### config.mk
export PLATFORM = sky130hd
export DESIGN_NAME = deserializer
export DESIGN_NICKNAME = d
export VERILOG_FILES = /design/src/rtl/deserializer.sv
export SDC_FILE = /design/constraint.sdc
export NUM_CORES = 1
export LEC_CHECK = 0
export CORE_MARGIN = 3
export CORE_UTILIZATION = 55
export CTS_BUF_LIST = sky130_fd_sc_hd__clkbuf_8
export CTS_CLUSTER_SIZE = 14
export DETAILED_ROUTE_END_ITERATION = 12
export PLACE_DENSITY = 0.8
export SLEW_MARGIN = 25
export SYNTH_ARGS = -nofsm -noshare
export SYNTH_HDL_FRONTEND = slang
export SYNTH_SLANG_ARGS = --single-unit
### constraint.sdc
create_clock -name clk -period 1.9 [get_ports clk]
set_clock_uncertainty 0.1 [all_clocks]
set_input_delay 0.38 -clock clk [delete_from_list [all_inputs] [get_ports clk]]
set_output_delay 0.38 -clock clk [all_outputs]
set_load 0.01 [all_outputs]
### src/rtl/deserializer.sv
// Assembles a contiguous burst of NUM_WORDS narrow words into one wide word,
// pulsing o_dv on completion and o_err when a burst ends early.
module deserializer #(
  parameter int unsigned WIDTH         = 8,
  parameter int unsigned NUM_WORDS     = 4,
  parameter bit          LITTLE_ENDIAN = 1'b1
) (
  input  logic                       clk,
  input  logic                       i_reset,
  input  logic [WIDTH-1:0]           i_data,
  input  logic                       i_dv,
  output logic [NUM_WORDS*WIDTH-1:0] o_data,
  output logic                       o_dv,
  output logic                       o_err,
  output logic                       o_busy
);

  localparam int unsigned FRAME_W = NUM_WORDS * WIDTH;
  localparam int unsigned CNT_W   = $clog2(NUM_WORDS) + 1;
  localparam logic [CNT_W-1:0] LAST_IDX = CNT_W'(NUM_WORDS - 1);

  logic [FRAME_W-1:0] shift_q;
  logic [FRAME_W-1:0] assembled;
  logic [CNT_W-1:0]   count_q;

  // Shift register contents once the current i_data has been inserted.
  generate
    if (NUM_WORDS == 1) begin : g_single
      assign assembled = i_data;
    end else if (LITTLE_ENDIAN) begin : g_le
      assign assembled = {i_data, shift_q[FRAME_W-1:WIDTH]};
    end else begin : g_be
      assign assembled = {shift_q[FRAME_W-WIDTH-1:0], i_data};
    end
  endgenerate

  always_ff @(posedge clk) begin
    if (i_reset) begin
      shift_q <= '0;
      count_q <= '0;
      o_data  <= '0;
      o_dv    <= 1'b0;
      o_err   <= 1'b0;
    end else begin
      o_dv  <= 1'b0;
      o_err <= 1'b0;
      if (i_dv) begin
        shift_q <= assembled;
        if (count_q == LAST_IDX) begin
          o_data  <= assembled;
          o_dv    <= 1'b1;
          count_q <= '0;
        end else begin
          count_q <= count_q + CNT_W'(1);
        end
      end else if (count_q != '0) begin
        // Burst ended early: drop the partial frame, keep the last good o_data.
        o_err   <= 1'b1;
        count_q <= '0;
        shift_q <= '0;
      end
    end
  end

  assign o_busy = (count_q != '0);

endmodule

==> run_results.csv <==
group,metric,value,unit
timing,fmax,0.5551,GHz
route,post_drt_wl_per_cell,13.76,µm
worst_setup_path,worst-path-buf-inv,2,
logic_synthesis,netlist_instances,269,
timing,finalMaxSlewViolations,0,
worst_setup_path,start_kind,"flop",
timing,setup_ws,0.09848,ns
worst_setup_path,end_kind,"output port",
global_route,track_usage,19.09,%
timing,finalHoldViolCount,0,
logic_synthesis,syn_area,0.002761,mm²
timing,fin_crit,1.802,ns
clock_tree,clock_latency,0.33,ns
job,cap_violations,0,
global_route,grt_max_degree,56,
power_and_ir_drop,p_leak,1.113,nW
worst_setup_path,critical_path.top_delay_family,"flip-flops",
hold_path,hold_path.class,"flop to flop",
final_layout,layout-drive-gt1-share,7.074,%
worst_setup_path,critPathKind,"flop to output port",
clock_tree,htreeDepth,3,
power_and_ir_drop,powerDensity,742.4,mW/mm²
final_layout,insertedDiodeCount,0,
global_route,overflow,0,
logic_synthesis,yosys-top-cells-area,"dfxtp_1, mux2i_1, nand4bb_1",
floorplanning,die_w,76.86,µm
placed_design,dp_hpwl,3159,µm
global_route,grt_pass1_wl,8990,µm
placed_design,place_ws,0.1281,ns
final_layout,fill_cells,376,
route,ant_nets,0,
clock_tree,path_clk_slew,0.06,ns
final_layout,syn_to_final_growth,23.11,%
logic_synthesis,ys_warn_count,0,
route,post_drt_via_cell_ratio,5.175,
final_layout,final_cells,378,
timing,grt_setup_unrepaired,"false",
final_layout,num-nets-final,320,
logic_synthesis,synth-seq-cells,61,
floorplanning,boundaryPins,46,
worst_setup_path,cp_max_fo,3,
run_status,status,"complete, no violations",
clock_tree,clock_sinks,61,
floorplanning,dieArea,0.005907,mm²
route,finalWirelength,5201,µm
floorplanning,initial_utilization,57.70,%
floorplanning,rows,25,
timing,slew_headroom,64.81,%
logic_synthesis,synth_nets,282,
timing,fin_crit_sh,94.82,%
clock_tree,clock_path_buffers,2,
logic_synthesis,avgSynthCellArea,10.27,µm²
global_route,grt_pass1_vias,1940,
logic_synthesis,synth_cell_types,18,
route,post-route-drc-count,0,
power_and_ir_drop,finalPower,2.524,mW
timing,setup_violations,0,
route,via_count,1956,
clock_tree,numCtsBuffers,9,
logic_synthesis,netlist.top_cell.by_area,"dfxtp_1",
clock_tree,ctsHoldBuffers,0,
worst_setup_path,critPathMaxStageDelay,0.38,ns
floorplanning,core,0.004786,mm²
placed_design,io_buffers,45,
worst_setup_path,crit_chain,"inv_1 > ha_1 > nand2b_1 > dlygate4sd2_1",
clock_tree,postCtsSetupRepairBufs,0,
timing,finalSetupTns,0,ns
clock_tree,root_buffer,"clkbuf_8",
floorplanning,die_height,76.86,µm
clock_tree,cts_tree,"yes",
timing,worstMarginPinSlew,0.5279,ns
logic_synthesis,yosysSeqAreaShare,44.22,%
worst_setup_path,cp_slowest_cell,"dfxtp_1",
power_and_ir_drop,ir_worst_vdd,0.0006471,V
placed_design,gp_congestion,0.7033,
route,firstDrtPassIters,4,
worst_setup_path,cp.required,1.42,ns
worst_setup_path,cp_data_arrival_time,1.32,ns
global_route,antenna_found_initial,0,
route,drt_iter0_markers,120,
placed_design,dp.cells,363,
logic_synthesis,synth_top_area_share,44.22,%
[power by group]
part / internal (mW) / switching [mW] / total, mW / leakage (nW)
logic: 0.0920 / 0.0927 / 0.185 / 0.518
registers: 1.30 / 0.0153 / 1.32 / 0.494
clock network: 0.561 / 0.462 / 1.02 / 0.101
[layout make-up]
| cell class | count | area (µm²) | share of cell area [%] |
|---|---|---|---|
| Inverter | 2 | 7.507 | 0.2208 |
| Timing Repair Buffer | 52 | 559.3 | 16.45 |
| Multi-Input combinational cell | 181 | 1350 | 39.71 |
| Clock buffer | 12 | 165.2 | 4.858 |
| Sequential cell | 61 | 1221 | 35.92 |
| Clock inverter | 3 | 12.51 | 0.3681 |
| Tap cell | 67 | 83.83 | 2.466 |
[cells in the final DEF, fill, tap and decap left out]
cell type         n
nand2b_1         36
ha_1              2
mux2i_1          32
a21oi_1          26
nand2_1          25
clkinv_2          1
buf_2             1
nor3b_1           1
nand4bb_1        26
inv_1             4
nor4bb_1          2
or2b_1           30
dfxtp_1          61
dlygate4sd2_1     1
and3b_2           1
buf_12            5
clkdlybuf4s50_1  43
clkbuf_8         12
buf_4             2
[Yosys cell counts, drive strengths merged]
master    n
ha        2
buf      14
or2b     30
nand4bb  26
dfxtp    61
nor4bb    2
inv       2
mux2i    32
nor3b     1
nand2b   36
nand2    25
clkbuf   11
a21oi    26
and3b     1
[worst reg2reg max path, cell delays in order, from the launching register on]
cell and delay [ns]:
dfxtp_1 0.38, ha_1 0.21, and3b_2 0.26, buf_12 0.18, mux2i_1 0.21
[layer usage]
metal  up-vias  wire length [µm]  track usage, %
li1        984                 -               -
met1       916              2549           25.54
met2        43              2279           27.61
met3        13               217           4.225
met4         0               155           12.32
met5         -                 0               0
[metrics by stage]
step | util (%) | hold slack, ns | cell area, µm²
6_report | 71.03 | 0.3684 | 3400
5_1_grt | 71.03 | 0.3877 | 3400
4_1_cts | 71.03 | 0.3729 | 3400
3_5_place_dp | 67.35 | 0.3569 | 3223
3_3_place_gp | 67.35 | 0.3522 | 3223
2_1_floorplan | - | 0.3399 | 2761
[cell families after synthesis]
family / synth area share (%)
flip-flops: 44.22
AO/OA/AOI/OAI: 4.712
buffers and inverters: 6.932
multiplexers: 11.60
adder cells (fa/ha/maj): 0.9061
AND/OR/NAND/NOR: 31.63
[sequential cells by signal, summed over array words and instances (netlist names)]
register  count
o_data       32
o_err         1
shift_q      24
o_dv          1
count_q       3
[worst paths after layout]
kind	end	start	slack [ns]	cells past startpoint
hold reg to reg	o_data[24]	o_data[24]	0.37	2
setup reg to reg	o_data[12]	count_q[1]	0.48	4
hold / removal	o_data[24]	o_data[24]	0.37	2
setup / recovery	o_busy	count_q[1]	0.1	4
[timing repair]
| action | in CTS | in global routing |
|---|---|---|
| endpoints found under the setup margin | 1 | 0 |
| resized for setup | 1 | 0 |
| hold endpoints to repair | 0 | 0 |
No activity file was read; power rests on OpenSTA's default activity.
==> variant 1: new RTL, same flow settings <==
`WIDTH`: 8 -> 10.
--- a/src/rtl/deserializer.sv
+++ b/src/rtl/deserializer.sv
@@ -3,3 +3,3 @@
 module deserializer #(
-  parameter int unsigned WIDTH         = 8,
+  parameter int unsigned WIDTH         = 10,
   parameter int unsigned NUM_WORDS     = 4,
Ports: changed (resized i_data and o_data); port bits go from 46 to 56. No check against the original RTL was run, so the function may have changed too.
==> variant 1 against the original RTL <==
  * Non-clock buffer count grew 9
  * Synthesized area grew 22%
  * Worst setup slack gained 29 ps
  * Design area grew 19%
  * Utilization shrank 0.25 points
  * Fmax grew 1.6%
  * Worst hold slack gained 3.8 ps
  * Routed wire length grew 29%
  * Largest cell class unchanged
  * Critical endpoint unchanged
  * First-iteration DRC count grew 26%
  * Sequential cell count grew 14
  * Total power grew 16%
==> variant 1: results (changes against the original RTL) <==
[run_status]
status = complete, no violations

[global_routing]
grt_max_degree = 116  ; +110%
grt_util_met1_pct = 27.5  ; +2.0 points
grtUsageTotal_pct = 19.5  ; +0.41 points
gr-usage-met2_pct = 27.8  ; +0.22 points

[power_and_ir_drop]
peakVddDrop_uv = 539  ; -17%
p_leak_nw = 1.30  ; +16%

[yosys]
synthTopCellsByCount = dfxtp_1, nand2b_1, mux2i_1, a21oi_1, nand4bb_1
syn_nets = 345  ; +22%
ys_seq_area_share_pct = 44.7  ; +0.44 points
avgSynthCellArea_sq_um = 10.2  ; -0.76%

[placed_design]
dp_slack_ps = 178  ; +50.4 ps
hpwl_um = 4160  ; +32%
io_buffers = 55  ; +22%
place_inst = 433  ; +19%
gp_congestion = 0.765  ; +8.7%

[timing]
maxSlewHeadroom_pct = 74.5  ; +9.7 points

[worst_setup_path]
slowest_delay_ps = 350  ; -30 ps
path_max_fanout = 4  ; +1
slowest_stage = dfxtp_2
cp.arrival_ps = 1290  ; -30 ps

[layout]
nNetsFinal = 387  ; +21%
drive_gt1_share_pct = 6.90  ; -0.18 points

[detailed_routing]
met2_length_um = 3010  ; +32%
wl_per_cell_um = 14.9  ; +8.2%
vias = 2431  ; +24%
dr_wl_met3_um = 332  ; +53%
drt_iter0_markers = 151  ; +26%
drt-met1-wl_um = 3220  ; +26%
vias_per_cell = 5.41  ; +4.6%

-- variant 1: what timing repair did --
action | in CTS | in global routing
gates resized for setup | 1 | 2
hold buffers | 0 | 0
setup endpoints to repair | 1 | 1
-- variant 1: layout make-up --
cell class              instances  area, sq um
fillers                       462         1670
multi-input cells             223         1650
flip-flops and latches         75         1500
repair buffers                 61          609
clock buffers                  11          151
well taps                      72         90.1
clock inverters                 5         28.8
inverters                       2         7.51
-- variant 1: stage by stage --
step | total power, W | cell area (sq um)
2_1_floorplan | 0.00180 | 3360
3_3_place_gp | 0.00186 | 3860
3_5_place_dp | 0.00187 | 3860
4_1_cts | 0.00297 | 4040
5_1_grt | 0.00307 | 4040
6_report | 0.00293 | 4040
-- variant 1: worst reg2reg max path: stages (launching register included) --
cell	delay, ps
dfxtp_1	310
buf_4	220
and3b_2	290
buf_12	280
mux2i_1	260
-- variant 1: where the power goes --
group          switching (W)  internal, W
sequential         0.0000208      0.00160
combinational       0.000110     0.000100
clock               0.000570     0.000536
total               0.000701      0.00223
-- variant 1: final timing paths --
| path | start | end | slack [ps] | cells past startpoint |
|---|---|---|---|---|
| hold reg to reg | o_data[20] | o_data[20] | 370 | 2 |
| setup / recovery | count_q[0] | o_busy | 130 | 4 |
| hold / removal | o_data[20] | o_data[20] | 370 | 2 |
| setup reg to reg | count_q[2] | o_data[13] | 370 | 4 |
-- variant 1: logic make-up after synthesis --
group                      Yosys count  synth area share [%]
DFF                                 75                  44.7
buffers and inverters               32                  6.29
and+or+nand+nor                    149                  31.6
AOI/OAI and AO/OA                   32                  4.76
adders and majority gates            2                 0.744
muxes                               40                  11.9
==> variant 2: new RTL, same settings <==
Made on the original files. Register the input `i_data` before use, without a reset. The logic sees it one clock later. The other inputs are not delayed to match.
--- a/src/rtl/deserializer.sv
+++ b/src/rtl/deserializer.sv
@@ -21,2 +21,8 @@
 
+  logic [WIDTH-1:0] i_data_q;
+
+  always_ff @(posedge clk) begin
+    i_data_q <= i_data;
+  end
+
   logic [FRAME_W-1:0] shift_q;
@@ -28,7 +34,7 @@
     if (NUM_WORDS == 1) begin : g_single
-      assign assembled = i_data;
+      assign assembled = i_data_q;
     end else if (LITTLE_ENDIAN) begin : g_le
-      assign assembled = {i_data, shift_q[FRAME_W-1:WIDTH]};
+      assign assembled = {i_data_q, shift_q[FRAME_W-1:WIDTH]};
     end else begin : g_be
-      assign assembled = {shift_q[FRAME_W-WIDTH-1:0], i_data};
+      assign assembled = {shift_q[FRAME_W-WIDTH-1:0], i_data_q};
     end
Function: changed (a bounded check fails within 10 cycles, from zero or initial values and one cycle with i_reset high).
==> variant 2 against the original RTL <==
  * Synthesized area rose by 5.8%
  * Routed wire length rose by 3.9%
  * Total power rose by 15%
  * Sequential cell count rose by 8
  * Design area rose by 5.8%
  * Utilization rose by 2.2 points
  * Global-route usage rose by 0.53 points
  * Worst setup slack got worse by 8.4 ps
==> variant 2: results (changes against the original RTL) <==
[layout]
bufAreaShareNonClock_pct = 15.6  ; -0.83 points
nNetsFinal = 330  ; +3.1%
register_area_sq_mm = 0.00138  ; +13%
insertedDiodeCount = 0  ; unchanged
drive_gt1_share_pct = 8.07  ; +1.0 points
fin_cells = 389  ; +2.9%
fillCellCount = 386  ; +2.7%
nNonClkBuffers = 54  ; +3.8%
design.seq.count = 69  ; +13%
clk_share_pct = 5.88  ; +0.65 points
top_regs = o_data x32, shift_q x24, i_data_q x8

[placed_design]
gp_congestion = 0.781  ; +11%
place_inst = 373  ; +2.8%
hpwl_um = 3380  ; +7.0%
placed_area_sq_mm = 0.00339  ; +5.0%
io_buffers = 45  ; unchanged

[worst_setup_path]
r2r_start = count_q[2]
slowest_stage = dfxtp_1
path_max_fanout = 4  ; +1
worstRegToRegCells = 4  ; unchanged
crit_path_start = count_q[0]
r2r_slack_ps = 490
r2r_end = o_data[8]

[yosys]
ys_seq_area_share_pct = 47.3  ; +3.1 points
yosys-mux-area-fraction_pct = 11.0  ; -0.64 points
synthTopCellsByCount = dfxtp_1, nand2b_1, mux2i_1, or2b_1
syn_nets = 290  ; +2.8%
synth_fa_ha_area_share_pct = 0.857  ; -0.050 points
synth_compound_area_share_pct = 4.45  ; -0.26 points
synth_area_leaders = dfxtp_1, mux2i_1, nand4bb_1
synth_xor_area_share_pct = 0  ; unchanged
avgSynthCellArea_sq_um = 10.5  ; +2.7%
ys.flop_type = dfxtp_1

[clocking]
ctsHoldBuffers = 0  ; unchanged
clk_latency_ps = 340
clockBufferDepth = 2  ; unchanged
htree_num_levels = 3  ; unchanged

[floorplanning]
die_w_um = 78.9  ; +2.6%

[run_status]
status = complete, no violations

[power_and_ir_drop]
peakVddDrop_uv = 566  ; -13%
p_leak_nw = 1.19  ; +7.3%

[global_routing]
grt_max_degree = 52  ; -7.1%
grt_pass1_vias = 2035  ; +4.9%
grt_pass1_wl_um = 9660  ; +7.5%
grtUsageTotal_pct = 19.6  ; +0.53 points

[min_path]
holdCritPathClass = in -> reg

[detailed_routing]
drt_iter0_markers = 110  ; -8.3%
wl_per_cell_um = 13.9  ; +0.96%
vias_per_cell = 5.19  ; +0.35%

[timing]
worstMarginPinSlew_ps = 357  ; -171 ps

[variant 2: report_power, final]
| group | internal, W | total, W | switching (W) | leakage, nW |
|---|---|---|---|---|
| clock network | 0.000707 | 0.00123 | 0.000527 | 0.110 |
| logic | 0.0000913 | 0.000181 | 0.0000893 | 0.523 |
| registers | 0.00148 | 0.00150 | 0.0000211 | 0.561 |
| total | 0.00227 | 0.00291 | 0.000638 | 1.19 |
[variant 2: per-stage QoR]
step	hold WS [ps]	utilization [%]	setup WS (ps)
5_1_grt	354	73.2	10.0
3_5_place_dp	347	68.9	113
4_1_cts	325	73.2	71.2
2_1_floorplan	308	-	465
6_report	346	73.2	90.1
3_3_place_gp	337	68.9	170
[variant 2: how the worst min path moves through the flow]
stage	startpoint	cells after the start	end
after floorplan	i_data[0]	0	i_data_q[0]
after global placement	i_data_q[3]	2	shift_q[27]
after detailed placement	i_data_q[2]	2	shift_q[26]
after CTS	i_reset	2	shift_q[26]
after global routing	i_reset	2	shift_q[25]
final	i_reset	2	shift_q[26]
[variant 2: worst max-delay path: cells and delay by family, from the launching register on]
kind,cells,cell delay [ps]
AND/OR/NAND/NOR,1,90
flip-flops,1,370
adder cells (fa/ha/maj),1,200
buffers and inverters,2,330
[variant 2: cells by family after synthesis]
family | Yosys count
buffers and inverters | 27
multiplexers | 32
AO/OA/AOI/OAI | 26
adder cells (fa/ha/maj) | 2
AND/OR/NAND/NOR | 121
flip-flops | 69
[variant 2: per-layer routing]
metal,GRT usage (%),up-vias,share of wire (%)
li1,-,1016,-
met1,25.4,954,48
met2,30.2,42,46
met3,6.69,8,4.6
met4,7.56,0,1.4
met5,0,-,0
[variant 2: what timing repair did]
item | in CTS | in global routing
hold endpoints to repair | 0 | 0
endpoints found under the setup margin | 1 | 0
resized for setup | 1 | 0
